--- src/rtl/prog_mem.sv ---
// prog_mem: loadable program store for a small sequencer.
// A program is streamed in word by word (EMPTY -> LOAD -> RUN). Once in RUN,
// the store answers one fetch per cycle with a fixed one-cycle latency.
// Fetches at or beyond the loaded length return NOP and raise oob_o.
module prog_mem #(
  parameter int                 W_INST = 28,
  parameter int                 A      = 4,
  parameter logic [W_INST-1:0]  NOP    = '0
) (
  input  logic              clk_i,
  input  logic              rst_i,
  input  logic              ld_valid_i,
  input  logic [W_INST-1:0] ld_data_i,
  input  logic              ld_last_i,
  output logic              ld_ready_o,
  input  logic              reload_i,
  input  logic              fetch_i,
  input  logic [A-1:0]      addr_i,
  output logic [W_INST-1:0] inst_o,
  output logic              inst_valid_o,
  output logic              oob_o,
  output logic [A:0]        prog_len_o,
  output logic              running_o
);

  localparam int DEPTH = 1 << A;

  typedef enum logic [1:0] {
    ST_EMPTY = 2'd0,
    ST_LOAD  = 2'd1,
    ST_RUN   = 2'd2
  } state_t;

  state_t            state_reg;
  logic [A-1:0]      wr_ptr_reg;
  logic [A:0]        prog_len_reg;

  logic [W_INST-1:0] mem [DEPTH];
  logic [W_INST-1:0] rd_data_reg;
  // Selects NOP instead of the RAM output; held between fetches so inst_o
  // keeps showing whatever the last fetch (or reset) produced.
  logic              nop_sel_reg;
  logic              inst_valid_reg;
  logic              oob_reg;

  logic              is_run;
  logic              ld_accept;
  logic              ld_is_last;
  logic              fetch_go;
  logic              fetch_oob;

  assign is_run     = (state_reg == ST_RUN);
  // A reload (or reset) in the same cycle wins: the presented word is dropped.
  assign ld_accept  = ld_valid_i & ~is_run & ~reload_i & ~rst_i;
  // The top slot always ends the program, so wr_ptr never wraps onto data.
  assign ld_is_last = ld_last_i | (wr_ptr_reg == {A{1'b1}});
  // A fetch coinciding with reload is still served from current contents.
  assign fetch_go   = fetch_i & is_run & ~rst_i;
  assign fetch_oob  = ({1'b0, addr_i} >= prog_len_reg);

  // Storage write port and registered read port; contents are never cleared.
  always_ff @(posedge clk_i) begin
    if (ld_accept) begin
      mem[wr_ptr_reg] <= ld_data_i;
    end
    if (fetch_go) begin
      rd_data_reg <= mem[addr_i];
    end
  end

  // Load/run state machine with write pointer and program length.
  always_ff @(posedge clk_i) begin
    if (rst_i) begin
      state_reg    <= ST_EMPTY;
      wr_ptr_reg   <= '0;
      prog_len_reg <= '0;
    end else if (reload_i) begin
      state_reg    <= ST_EMPTY;
      wr_ptr_reg   <= '0;
      prog_len_reg <= '0;
    end else if (ld_accept) begin
      wr_ptr_reg <= wr_ptr_reg + 1'b1;
      if (ld_is_last) begin
        state_reg    <= ST_RUN;
        prog_len_reg <= {1'b0, wr_ptr_reg} + 1'b1;
      end else begin
        state_reg <= ST_LOAD;
      end
    end
  end

  // Fetch response flags: valid/oob pulse for one cycle per served fetch.
  always_ff @(posedge clk_i) begin
    if (rst_i) begin
      nop_sel_reg    <= 1'b1;
      inst_valid_reg <= 1'b0;
      oob_reg        <= 1'b0;
    end else begin
      inst_valid_reg <= fetch_go;
      oob_reg        <= fetch_go & fetch_oob;
      if (fetch_go) begin
        nop_sel_reg <= fetch_oob;
      end
    end
  end

  assign ld_ready_o   = ~is_run;
  assign inst_o       = nop_sel_reg ? NOP : rd_data_reg;
  assign inst_valid_o = inst_valid_reg;
  assign oob_o        = oob_reg;
  assign prog_len_o   = prog_len_reg;
  assign running_o    = is_run;

endmodule

--- config.mk ---
export PLATFORM = sky130hd
export DESIGN_NAME = prog_mem
export DESIGN_NICKNAME = d
export VERILOG_FILES = /design/src/rtl/prog_mem.sv
export SDC_FILE = /design/constraint.sdc
export NUM_CORES = 1
export LEC_CHECK = 0
export CAP_MARGIN = 15
export CORE_UTILIZATION = 25
export DETAILED_ROUTE_END_ITERATION = 7
export HOLD_SLACK_MARGIN = 0.02
export PLACE_DENSITY = 0.46
export SETUP_SLACK_MARGIN = 0.3
export SLEW_MARGIN = 20
export SYNTH_ARGS = -nofsm -noshare
export SYNTH_HDL_FRONTEND = slang
export SYNTH_SLANG_ARGS = --single-unit
--- constraint.sdc ---
create_clock -name clk_i -period 5.27 [get_ports clk_i]
set_input_delay 0.527 -clock clk_i [delete_from_list [all_inputs] [get_ports clk_i]]
set_output_delay 0.527 -clock clk_i [all_outputs]
set_load 0.05 [all_outputs]
## Word level (Yosys, flattened, before mapping)

Memories as Yosys holds them, arrays and structs flattened. A register that Yosys moved wholly into a read port is not among the register bits.
Cells that the tools add are included.

| word-level totals | value |
|---|---|
| register bits | 14 |
| bits in latches | 0 |
| bits in writable memories | 448 |
| bits in read-only memories | 0 |
| input bits | 38 |
| output and inout bits | 37 |
| word-level logic and storage cells | 28 |
| memories | 1 |

Memories:

| name | depth | bits a word | read ports | clocked after Yosys merged registers in | write ports | line | text |
|---|---|---|---|---|---|---|---|
| mem | 16 | 28 | 1 | 1 | 1 | 38 | `logic [W_INST-1:0] mem [DEPTH];` |

| cells by class | value |
|---|---|
| add/subtract/negate cells | 2 |
| $mul | 0 |
| div/mod/pow operators | 0 |
| order comparisons | 1 |
| eq/ne operators | 2 |
| shifts and indexed selects | 0 |
| mux-type cells | 4 |
| bitwise gates (word level) | 10 |
| reductions and logical operators | 2 |

Operator list:

| kind | count |
|---|---|
| 28-bit two-way mux | 1 |
| 1-bit bitwise AND | 6 |
| 4-bit by 1-bit adder with 5-bit output, second input constant | 1 |
| 4-bit by 5-bit >= comparator with 1-bit output | 1 |
| 4-bit by 1-bit adder with 4-bit output, second input constant | 1 |
| 4-bit == test, second input constant | 1 |
| 1-bit NOT | 3 |
| 2-bit == test, second input constant | 1 |
| 1-bit two-way mux | 2 |
| 2-bit two-way mux | 1 |
| 2-bit AND reduction | 1 |
| 2-bit OR reduction | 1 |
| 1-bit bitwise OR | 1 |

## Logic depth before layout (Yosys ltp)

| depth | value |
|---|---|
| depth after elaboration | 7 |
| depth in mapped cells | 10 |
| gate-level depth less buffers | 7 |

## Worst setup path before layout

No wires, ideal clock.

| timing | value |
|---|---|
| path kind | register to register |
| start point | reg state_reg[0] |
| end point | mem mem[3][0] (enable) |
| setup time | 0.448 ns |
| arrival | 3.532 ns |
| required time | 4.822 ns |
| setup slack | 1.290 ns |
| stages on the path, launching flop included | 6 |
| path buffers | 0 |
| clock period less this slack | 3.980 ns |
| cells stage by stage | dfxtp_1 nand2b_2 inv_1 nor4b_1 nand2_1 nor3_1 |

| between the ends | value |
|---|---|
| cells in the longest elaborated chain, start to end | 7 |

Ends and longest elaborated chain:

| item | line | text |
|---|---|---|
| from (decl) | 34 | `state_t state_reg;` |
| from (signal assigned) | 74 | `state_reg <= ST_EMPTY;` |
| from (signal assigned) | 78 | `state_reg <= ST_EMPTY;` |
| from (signal assigned) | 84 | `state_reg <= ST_RUN;` |
| 2-bit == test | 52 | `assign is_run = (state_reg == ST_RUN);` |
| 1-bit NOT | - |  |
| net ld_ready_o | 15 | `output logic ld_ready_o,` |
| 1-bit bitwise AND (3 in series) | 54 | `assign ld_accept = ld_valid_i & ~is_run & ~reload_i & ~rst_i;` |
| 1-bit two-way mux | 63 | `if (ld_accept) begin` |
| 1-bit two-way mux (implied by the code) | 64 | `mem[wr_ptr_reg] <= ld_data_i;` |
| to (decl) | 38 |  |

The timed path passes the listed nets, and every way through them passes these cells.

## Worst setup path after layout

| timing | value |
|---|---|
| start point | in rst_i |
| end point | mem mem[11][13] (enable) |

| between the ends | value |
|---|---|
| cells in the longest elaborated chain, start to end | 4 |

Ends and longest elaborated chain:

| item | line | text |
|---|---|---|
| from (decl) | 11 | `input logic rst_i,` |
| 1-bit NOT | 54 |  |
| 1-bit bitwise AND | 54 |  |
| 1-bit two-way mux | 63 |  |
| 1-bit two-way mux (implied by the code) | 64 |  |

No other way between the ends.

==> impl_metrics.json <==
{
  "syn_to_final_growth_pct": 20.0,
  "r2r-end": "mem[11][13]",
  "period_needed_ns": 2.91,
  "path_max_fanout": 28,
  "h-tree-depth": 2,
  "synthDistinctLibCells": 32,
  "rrSetupSlack_ns": 2.41,
  "dieArea_um2": 75300,
  "power_frac_clock": 0.430,
  "worstSetupEndpointType": "flop",
  "setup_slack_ns": 2.36,
  "post-dp-hpwl_um": 22200,
  "share_seq_of_total_power": 0.529,
  "cp_data_required_time_ns": 5.47,
  "ff2ff_path_depth": 5,
  "numCtsBuffers": 52,
  "grt_pass1_wl_um": 60000,
  "reg2reg_from": "state_reg[0]",
  "antennaDiodeCount": 0,
  "arrival_ns": 3.10,
  "violations": "design-rule violations",
  "place.gp.congestion": 0.695,
  "switchingPower_mw": 1.69,
  "ys_warn_count": 0,
  "fmax_mhz": 344,
  "power_frac_comb": 0.042,
  "maxCapViolations": 0,
  "place_area_um2": 20600,
  "nNetsFinal": 995,
  "power_leakage_nw": 6.78,
  "vias": 8358,
  "hp-start": "state_reg[1]",
  "hold_buffers": 0,
  "post_cts_buffers": 0,
  "start_util": 0.254,
  "drt_iter0_drc": 550,
  "wl_per_cell_um": 20.8,
  "first_pass_iters": 6,
  "holdPathEnd": "state_reg[1]",
  "largest_register_ffs": 448,
  "hold_class": "flop to flop",
  "wirelength_um": 40600,
  "cts.clk_slew.worst_paths_ns": 0.06,
  "clock-sinks": 490,
  "final_hold_viol_count": 0,
  "fp.dieW_um": 274,
  "netlist_area_um2": 18600,
  "slew_headroom": 0.276,
  "die_height_um": 274,
  "design_area_um2": 22300,
  "avgViaCountPerCell": 4.28,
  "max-vdd-ir-drop_uv": 231,
  "clkLatencyLatePin_ns": 0.59,
  "setup_viol": 0,
  "ctsResizeCount": 0,
  "rsz0062_at_grt": "false",
  "status": "finished with violations",
  "tightest_slew_ns": 1.08,
  "grt_remaining_overflow": 0,
  "io_buffers": 74,
  "critPathKind": "input pin to flop",
  "drive_gt1_frac": 0.227,
  "slew_viol_final": 0,
  "io_pins": 75,
  "finalCritPeriodShare": 0.552,
  "core_area_um2": 73200,
  "dp_slack_ns": 1.63,
  "cts_tree": "built",
  "ys_seq_area_frac": 0.785,
  "fill_cells": 7039,
  "fin_setup_tns_ns": 0,
  "hold-path-cell-count": 2,
  "grt_pass1_vias": 8914,
  "clock_skew_ns": 0.0188,
  "critPathLaunchType": "input pin",
  "powerDensity_nw_per_um2": 365,
  "syn_nets": 895,
  "row_count": 99,
  "synth_cells": 849,
  "yosysTopAreaCell": "edfxtp_1",
  "drc": 2,
  "antenna_found_initial": 0,
  "synth.area.top_cells": "edfxtp_1 77%, mux4_2 14%, a22oi_1 2.3%",
  "swShare": 0.208,
  "internal-power_mw": 6.44,
  "fin_hold_ws_ns": 0.481,
  "clockBufferDepth": 3,
  "synth.top_cell.area_share": 0.770,
  "grt_usage": 0.109,
  "ys_ff_latch": 490,
  "ant_nets": 0,
  "root_buffer": "clkbuf_16",
  "syn_avg_cell_area_um2": 21.9,
  "grt_max_degree": 56
}
## cell type report
cell class / instances / area, µm² / area share
Multi-Input combinational cell: 308 / 3870 / 0.174
Clock inverter: 32 / 264 / 0.0119
Timing Repair Buffer: 90 / 992 / 0.0445
Sequential cell: 490 / 14600 / 0.654
Tap cell: 959 / 1200 / 0.0539
Inverter: 7 / 26.3 / 0.00118
Clock buffer: 65 / 1350 / 0.0606
## worst max-delay path, cell delays in order
cell and delay, ns:
clkdlybuf4s50_1 0.54, nor4b_1 0.67, nand2_1 0.40, nor2_4 0.93
## synthesized netlist by cell type, drive strengths merged
master	n
mux4	112
a21oi	6
nor4b	1
nand4b	1
clkbuf	19
edfxtp	476
a211oi	3
nand4	2
nand2b	5
o31ai	1
xor2	3
and2	2
xnor2	2
inv	7
mux2i	1
a31oi	1
a21o	2
nor2	26
ha	8
nor2b	32
or2	1
nand2	37
dfxtp	14
nor3	4
nand3	1
nor4	1
a22oi	56
buf	25
## metal layers
layer	share of wire	track usage	vias to the layer above
met3	0.036	0.0215	59
li1	-	-	3725
met2	0.49	0.179	119
met4	0.020	0.0339	0
met1	0.45	0.145	4455
met5	0	0	-
## placed cells by master, fill, tap and decap left out, types with 2 or more instances in the layout
master	n
nor3_2	4
xor2_1	3
mux4_2	112
buf_4	10
a21oi_1	6
clkdlybuf4s50_1	72
nor2b_1	30
nor2b_4	2
ha_1	8
clkinv_2	11
buf_16	6
clkbuf_1	13
inv_1	7
edfxtp_1	476
nor2_1	12
clkinvlp_4	2
nand2b_1	4
dfxtp_1	13
nand4_1	2
nor2_4	14
nand2_1	37
a211oi_1	3
clkinv_1	13
xnor2_1	2
bufinv_16	4
clkbuf_16	52
a22oi_1	56
a21o_1	2
## cell families after synthesis
| family | after synthesis | synth area share |
|---|---|---|
| fa+ha+maj | 8 | 0.00539 |
| xor+xnor | 5 | 0.00236 |
| simple gates | 113 | 0.0297 |
| flops | 490 | 0.785 |
| compound gates | 69 | 0.0270 |
| mux | 113 | 0.136 |
| buf+inv | 51 | 0.0138 |
## how the worst max path moves through the flow
stage                            start           to
after floorplan           state_reg[0]    mem[3][0]
after global placement           rst_i  mem[11][13]
after detailed placement         rst_i   mem[7][15]
after CTS                  nop_sel_reg   inst_o[20]
after global routing       nop_sel_reg   inst_o[18]
final                            rst_i  mem[11][13]
## per-stage QoR
step	util	power (mW)	std cells
2_1_floorplan	-	4.58	849
3_3_place_gp	0.280	4.72	1848
3_5_place_dp	0.281	4.73	1850
4_1_cts	0.303	8.25	1947
5_1_grt	0.304	8.43	1951
6_report	0.304	8.13	1951
## power groups by stage
stage | registers [mW] | logic (mW) | clock network, mW
floorplan | 4.38 | 0.197 | 0
global placement | 4.38 | 0.346 | 0
detailed placement | 4.38 | 0.350 | 0
CTS | 4.30 | 0.351 | 3.60
global route | 4.30 | 0.370 | 3.76
finish | 4.30 | 0.339 | 3.49
Note: power is estimated with default switching activity, not from simulation.
